File: src/rtl/fine_time_classifier_if.sv
// Local-bus register port of the fine-time classifier.
// The master drives the strobes and write data; the slave returns OR-bussed read data.
interface fine_time_classifier_if;
    logic [31:0] DataOut;
    logic [31:0] DataIn;
    logic [7:0]  Address;
    logic        Read;
    logic        Write;

    modport master (output DataIn, Address, Read, Write, input DataOut);
    modport slave  (input DataIn, Address, Read, Write, output DataOut);
endinterface

File: src/rtl/fine_time_classifier.sv
// Fine-time leading-edge decoder: boundary-spanning edge detect, windowed class hits, holdoff.
// Define COUNTERS_EN to add per-class 16-bit saturating hit counters on the local bus.
module fine_time_classifier #(
    parameter int         WIDTH  = 32,
    parameter int         NCLASS = 3,
    parameter int         RUN    = 3,
    parameter logic [7:0] BASE   = 8'h00
) (
    input  logic                     clk,
    input  logic                     rst,
    input  logic [WIDTH-1:0]         sample_in,
    input  logic                     sample_valid,
    output logic                     edge_valid,
    output logic [$clog2(WIDTH)-1:0] edge_time,
    output logic [NCLASS-1:0]        class_hit,
    output logic [WIDTH-1:0]         decode_out,
    fine_time_classifier_if.slave    bus
);
    localparam int TW = $clog2(WIDTH);

    typedef enum logic {IDLE, HOLD} state_t;

    logic [WIDTH-1:0]              r_s1;
    logic                          r_s1_vld;
    logic [RUN-1:0]                r_tail;
    state_t                        r_state;
    logic [7:0]                    r_cnt;
    logic [15:0]                   r_cfg;
    logic [NCLASS-1:0][WIDTH-1:0]  r_win;

    logic [WIDTH+RUN-1:0]          w_x;
    logic [WIDTH-1:0]              w_decode;
    logic [WIDTH-1:0]              w_dec_gated;
    logic [TW-1:0]                 w_low;
    logic [NCLASS-1:0]             w_hit;
    logic [7:0]                    w_off;
    logic [31:0]                   w_rd;

    assign w_off = bus.Address - BASE;

    always_ff @(posedge clk or posedge rst) begin
        if (rst) begin
            r_s1     <= '0;
            r_s1_vld <= 1'b0;
        end else begin
            r_s1     <= sample_in;
            r_s1_vld <= sample_valid;
        end
    end

    // The tail carries the previous sample's top RUN slices so a run can straddle samples.
    assign w_x = {r_s1, r_tail};

    always_comb begin
        w_decode = '0;
        for (int k = 0; k < WIDTH; k++)
            w_decode[k] = (&w_x[k +: RUN]) & ~w_x[k+RUN];
    end

    assign w_dec_gated = (r_s1_vld && r_cfg[0] && r_state == IDLE) ? w_decode : '0;

    always_ff @(posedge clk or posedge rst) begin
        if (rst) begin
            r_tail     <= '0;
            decode_out <= '0;
            r_state    <= IDLE;
            r_cnt      <= '0;
        end else begin
            r_tail     <= r_s1_vld ? r_s1[WIDTH-1 -: RUN] : '0;
            decode_out <= w_dec_gated;
            case (r_state)
                IDLE: if (|w_dec_gated && r_cfg[15:8] != 8'd0) begin
                    r_cnt   <= r_cfg[15:8];
                    r_state <= HOLD;
                end
                HOLD: begin
                    r_cnt <= r_cnt - 8'd1;
                    if (r_cnt == 8'd1) r_state <= IDLE;
                end
                default: r_state <= IDLE;
            endcase
        end
    end

    always_comb begin
        w_low = '0;
        for (int k = WIDTH-1; k >= 0; k--)
            if (decode_out[k]) w_low = TW'(k);
    end

    for (genvar i = 0; i < NCLASS; i++) begin : g_cls
        assign w_hit[i] = (|(decode_out & r_win[i])) & r_cfg[i+1];
    end

    always_ff @(posedge clk or posedge rst) begin
        if (rst) begin
            edge_valid <= 1'b0;
            edge_time  <= '0;
            class_hit  <= '0;
        end else begin
            edge_valid <= |decode_out;
            edge_time  <= w_low;
            class_hit  <= w_hit;
        end
    end

    always_ff @(posedge clk or posedge rst) begin
        if (rst) begin
            r_cfg <= 16'h00FF;
            r_win <= '1;
        end else if (bus.Write) begin
            if (w_off == 8'd0) r_cfg <= bus.DataIn[15:0];
            for (int i = 0; i < NCLASS; i++)
                if (w_off == 8'(i + 1)) r_win[i] <= bus.DataIn[WIDTH-1:0];
        end
    end

`ifdef COUNTERS_EN
    logic [NCLASS-1:0][15:0] r_hits;

    // A clearing write outranks a same-cycle hit.
    always_ff @(posedge clk or posedge rst) begin
        if (rst) begin
            r_hits <= '0;
        end else begin
            for (int i = 0; i < NCLASS; i++) begin
                if (bus.Write && w_off == 8'(NCLASS + 1 + i))
                    r_hits[i] <= '0;
                else if (class_hit[i] && r_hits[i] != 16'hFFFF)
                    r_hits[i] <= r_hits[i] + 16'd1;
            end
        end
    end
`endif

    always_comb begin
        w_rd = '0;
        if (w_off == 8'd0) w_rd = {16'h0, r_cfg};
        for (int i = 0; i < NCLASS; i++)
            if (w_off == 8'(i + 1)) w_rd[WIDTH-1:0] = r_win[i];
`ifdef COUNTERS_EN
        for (int i = 0; i < NCLASS; i++)
            if (w_off == 8'(NCLASS + 1 + i)) w_rd = {16'h0, r_hits[i]};
`endif
    end

    assign bus.DataOut = bus.Read ? w_rd : '0;
endmodule

File: src/flat_wrapper.sv
// flat-port wrapper written by rule: the top's interface ports become plain ports
module fine_time_classifier_flat 
#(
    parameter int         WIDTH  = 32,
    parameter int         NCLASS = 3,
    parameter int         RUN    = 3,
    parameter logic [7:0] BASE   = 8'h00
)
  (clk, rst, sample_in, sample_valid, edge_valid, edge_time, class_hit, decode_out, bus_DataIn, bus_Address, bus_Read, bus_Write, bus_DataOut);
  fine_time_classifier_if bus_i ();
  input  logic clk;
  input  logic rst;
  input  logic [WIDTH-1:0] sample_in;
  input  logic sample_valid;
  output logic edge_valid;
  output logic [$clog2(WIDTH)-1:0] edge_time;
  output logic [NCLASS-1:0] class_hit;
  output logic [WIDTH-1:0] decode_out;
  input wire logic [$bits(bus_i.DataIn)-1:0] bus_DataIn;
  input wire logic [$bits(bus_i.Address)-1:0] bus_Address;
  input wire logic [$bits(bus_i.Read)-1:0] bus_Read;
  input wire logic [$bits(bus_i.Write)-1:0] bus_Write;
  output wire logic [$bits(bus_i.DataOut)-1:0] bus_DataOut;
  assign bus_i.DataIn = bus_DataIn;
  assign bus_i.Address = bus_Address;
  assign bus_i.Read = bus_Read;
  assign bus_i.Write = bus_Write;
  assign bus_DataOut = bus_i.DataOut;
  fine_time_classifier #(.WIDTH(WIDTH), .NCLASS(NCLASS), .RUN(RUN), .BASE(BASE)) u_core (.clk(clk), .rst(rst), .sample_in(sample_in), .sample_valid(sample_valid), .edge_valid(edge_valid), .edge_time(edge_time), .class_hit(class_hit), .decode_out(decode_out), .bus(bus_i));
endmodule
File: config.mk
export PLATFORM = sky130hd
export DESIGN_NAME = fine_time_classifier_flat
export DESIGN_NICKNAME = d
export VERILOG_FILES = /design/src/rtl/fine_time_classifier_if.sv /design/src/rtl/fine_time_classifier.sv /design/src/flat_wrapper.sv
export SDC_FILE = /design/constraint.sdc
export NUM_CORES = 1
export LEC_CHECK = 0
export ABC_AREA = 1
export BUFFER_PORTS_ARGS = -buffer_cell sky130_fd_sc_hd__buf_2
export CORE_ASPECT_RATIO = 1.1
export CORE_MARGIN = 8
export CORE_UTILIZATION = 50
export CTS_BUF_LIST = sky130_fd_sc_hd__clkbuf_2 sky130_fd_sc_hd__clkbuf_4 sky130_fd_sc_hd__clkbuf_8
export CTS_CLUSTER_DIAMETER = 60
export DETAILED_ROUTE_END_ITERATION = 8
export PLACE_DENSITY = 0.79
export SLEW_MARGIN = 20
export SYNTH_ARGS = -nofsm -noshare
export SYNTH_HDL_FRONTEND = slang
export SYNTH_SLANG_ARGS = --single-unit
File: constraint.sdc
create_clock -name clk -period 6.25 [get_ports clk]
set_clock_uncertainty 0.1 [all_clocks]
set_input_delay 0.3125 -clock clk [delete_from_list [all_inputs] [get_ports clk]]
set_output_delay 0.3125 -clock clk [all_outputs]
set_load 0.01 [all_outputs]
==> impl_metrics.json <==
{
  "gp_congestion": 0.879,
  "min-delay-path-class": "input pin to flip-flop",
  "core_sq_um": 17500,
  "antenna_found_initial": 0,
  "synth_fp_nets": 1054,
  "start_kind": "input pin",
  "p_leak_nw": 4.73,
  "dp_cells": 1332,
  "ys_seq_area_frac": 0.578,
  "port_buffers": 149,
  "ys_ff_latch": 198,
  "hold_violations": 0,
  "cts_tree": "yes",
  "synth_common_cells": "nand2_1 (272), o21ai_0 (137), dfstp_2 (104)",
  "finalCritPeriodShare": 0.520,
  "rsz0062_at_grt": "false",
  "fillers": 1540,
  "synth_area_sq_um": 8800,
  "diodes": 0,
  "maxSlewViolCount": 0,
  "overflow": 0,
  "outcome": "completed",
  "crit_required_ns": 5.84,
  "synth_top_area_cell": "dfstp_2",
  "viasPerCell": 5.57,
  "yosysUniqueCellTypes": 38,
  "root_buffer": "clkbuf_8",
  "async_flop_share": 1.00,
  "grt_pass1_wl_mm": 40.1,
  "grt_max_degree": 127,
  "setup_viol": 0,
  "setup_tns_ns": 0,
  "ant_nets": 0,
  "syn_avg_cell_area_sq_um": 9.03,
  "p_per_area_nw_per_um2": 240,
  "drive_gt1_frac": 0.259,
  "cts_resized": 0,
  "clk_path_buf_depth": 2,
  "worstMarginPinSlew_ns": 1.02,
  "yosys_most_used_dff": "dfstp_2",
  "synth_edf_count": 0,
  "die_area_sq_um": 22100,
  "max_slew_margin": 0.319,
  "syn_to_final_growth_pct": 20.6,
  "worst-setup-path-type": "input pin to primary output",
  "post-synth-top-count-cell": "nand2_1",
  "via_count": 7836,
  "path_clk_slew_ns": 0.10,
  "path_max_fanout": 14,
  "vdd.ir_drop.worst_mv": 0.156,
  "clk_latency_ns": 0.46,
  "h-tree-depth": 4,
  "netlist_instances": 975,
  "nNetsFinal": 1234,
  "fin_cells": 1406,
  "die_h_microns": 155,
  "max_freq_ghz": 0.308,
  "cts_made_buffers": 17,
  "start_util": 0.503,
  "drt-total-wl_mm": 25.8,
  "grt_util_all_layers": 0.234,
  "cap_violations": 0,
  "yosys-top-cells-area": "dfstp_2 (31%), dfrtp_1 (27%), nand2_1 (12%)",
  "period_needed_ns": 3.25,
  "cts_sinks": 198,
  "critPathArrivalTime_ns": 2.84,
  "first_pass_iters": 5,
  "hpwl_mm": 18.3,
  "worst_setup_path_end_kind": "primary output",
  "cts_setup_buffers": 0,
  "io_pins": 150,
  "holdWs_ns": 0.0161,
  "num_rows": 51,
  "yosysWarnings": 0,
  "drc_errors": 0,
  "wire_per_inst_microns": 18.3,
  "synth_top_area_share": 0.310,
  "fp.dieW_microns": 142,
  "drt_iter0_drc": 623,
  "grt_pass1_vias": 7659
}
[power by group]
| part | internal [W] | switching [W] | total, W |
|---|---|---|---|
| clock network | 0.000440 | 0.000438 | 0.000878 |
| logic | 0.0000955 | 0.000127 | 0.000222 |
| registers | 0.00138 | 0.0000685 | 0.00145 |
[stage by stage]
| stage | area [sq um] | util | worst slack [ns] | power, W |
|---|---|---|---|---|
| 3_3_place_gp | 9760 | 0.558 | 2.93 | 0.00166 |
| 6_report | 10600 | 0.607 | 3.00 | 0.00255 |
| 3_5_place_dp | 9760 | 0.558 | 2.84 | 0.00167 |
| 5_1_grt | 10600 | 0.607 | 2.78 | 0.00265 |
| 2_1_floorplan | 8800 | - | 0.612 | 0.00159 |
| 4_1_cts | 10600 | 0.607 | 3.09 | 0.00256 |
[worst max-delay path: stages]
cell	delay (ns)
buf_2	0.10
nor4_1	0.36
inv_1	0.17
nor4_4	0.73
inv_1	0.29
o21ai_0	0.24
a221oi_1	0.07
a211oi_1	0.35
buf_2	0.21
[registers in the layout, indices dropped and copies added (netlist names)]
signal,count
u_core.r_win,96
u_core.decode_out,32
u_core.r_s1,32
u_core.r_cfg,16
u_core.r_cnt,8
u_core.edge_time,5
u_core.class_hit,3
u_core.r_tail,3
u_core.edge_valid,1
u_core.r_s1_vld,1
u_core.r_state,1
[timing repair]
| item | CTS | global route |
|---|---|---|
| endpoints found under the setup margin | 0 | 0 |
| hold endpoints to repair | 49 | 42 |
| hold buffers | 41 | 1 |
[logic make-up after synthesis]
| group | after synthesis | share of synthesized area |
|---|---|---|
| AND/OR/NAND/NOR | 392 | 0.191 |
| AO/OA/AOI/OAI | 243 | 0.164 |
| flip-flops | 198 | 0.578 |
| buffers and inverters | 138 | 0.0620 |
| multiplexers | 2 | 0.00227 |
| adder cells (fa/ha/maj) | 2 | 0.00284 |
[final timing paths]
kind	from	slack, ns	cells after the start	end
min in group asynchronous	rst	0.45	3	u_core.r_s1[4]
min	bus_DataIn[27]	0.02	3	u_core.r_win[59]
max reg2reg	u_core.decode_out[11]	3.61	5	u_core.class_hit[2]
min reg2reg	u_core.r_s1[31]	0.38	1	u_core.decode_out[31]
max in group asynchronous	rst	4.15	4	u_core.r_cnt[2]
max	bus_Address[5]	3.00	9	bus_DataOut[14]
[placed cells by master (no fill, tap or decap), types with 2 or more instances in the layout]
cell / instances
nand4_1: 6
clkinv_2: 2
nand2_1: 272
nor2_1: 22
a211oi_1: 4
ha_1: 2
buf_2: 149
nor3_1: 31
o21ai_0: 137
nor4_4: 2
dfstp_2: 104
o311ai_0: 2
a221oi_1: 29
inv_8: 2
nand3_1: 32
a22o_1: 10
inv_1: 97
mux2i_1: 2
inv_2: 2
buf_4: 7
clkbuf_8: 20
dfrtp_1: 94
o211ai_1: 5
bufinv_16: 3
o22ai_1: 6
a21oi_1: 23
nor4_1: 18
dlygate4sd3_1: 42
a31oi_1: 22
o31a_1: 2
clkinvlp_4: 2
clkbuf_4: 2
[metal layers]
metal	vias up	GRT usage	part of all wire
met4	0	0.0937	0.031
met2	387	0.388	0.49
li1	3678	-	-
met5	-	0	0
met1	3712	0.291	0.38
met3	59	0.0515	0.099
[layout make-up]
type | instances | area [sq um] | share of cell area
Multi-Input combinational cell | 639 | 3200 | 0.301
Sequential cell | 198 | 5080 | 0.479
Inverter | 101 | 387 | 0.0364
Tap cell | 238 | 298 | 0.0280
Clock inverter | 10 | 144 | 0.0136
Clock buffer | 22 | 290 | 0.0273
Timing Repair Buffer | 198 | 1220 | 0.115
Note: power is estimated with default switching activity, not from simulation.
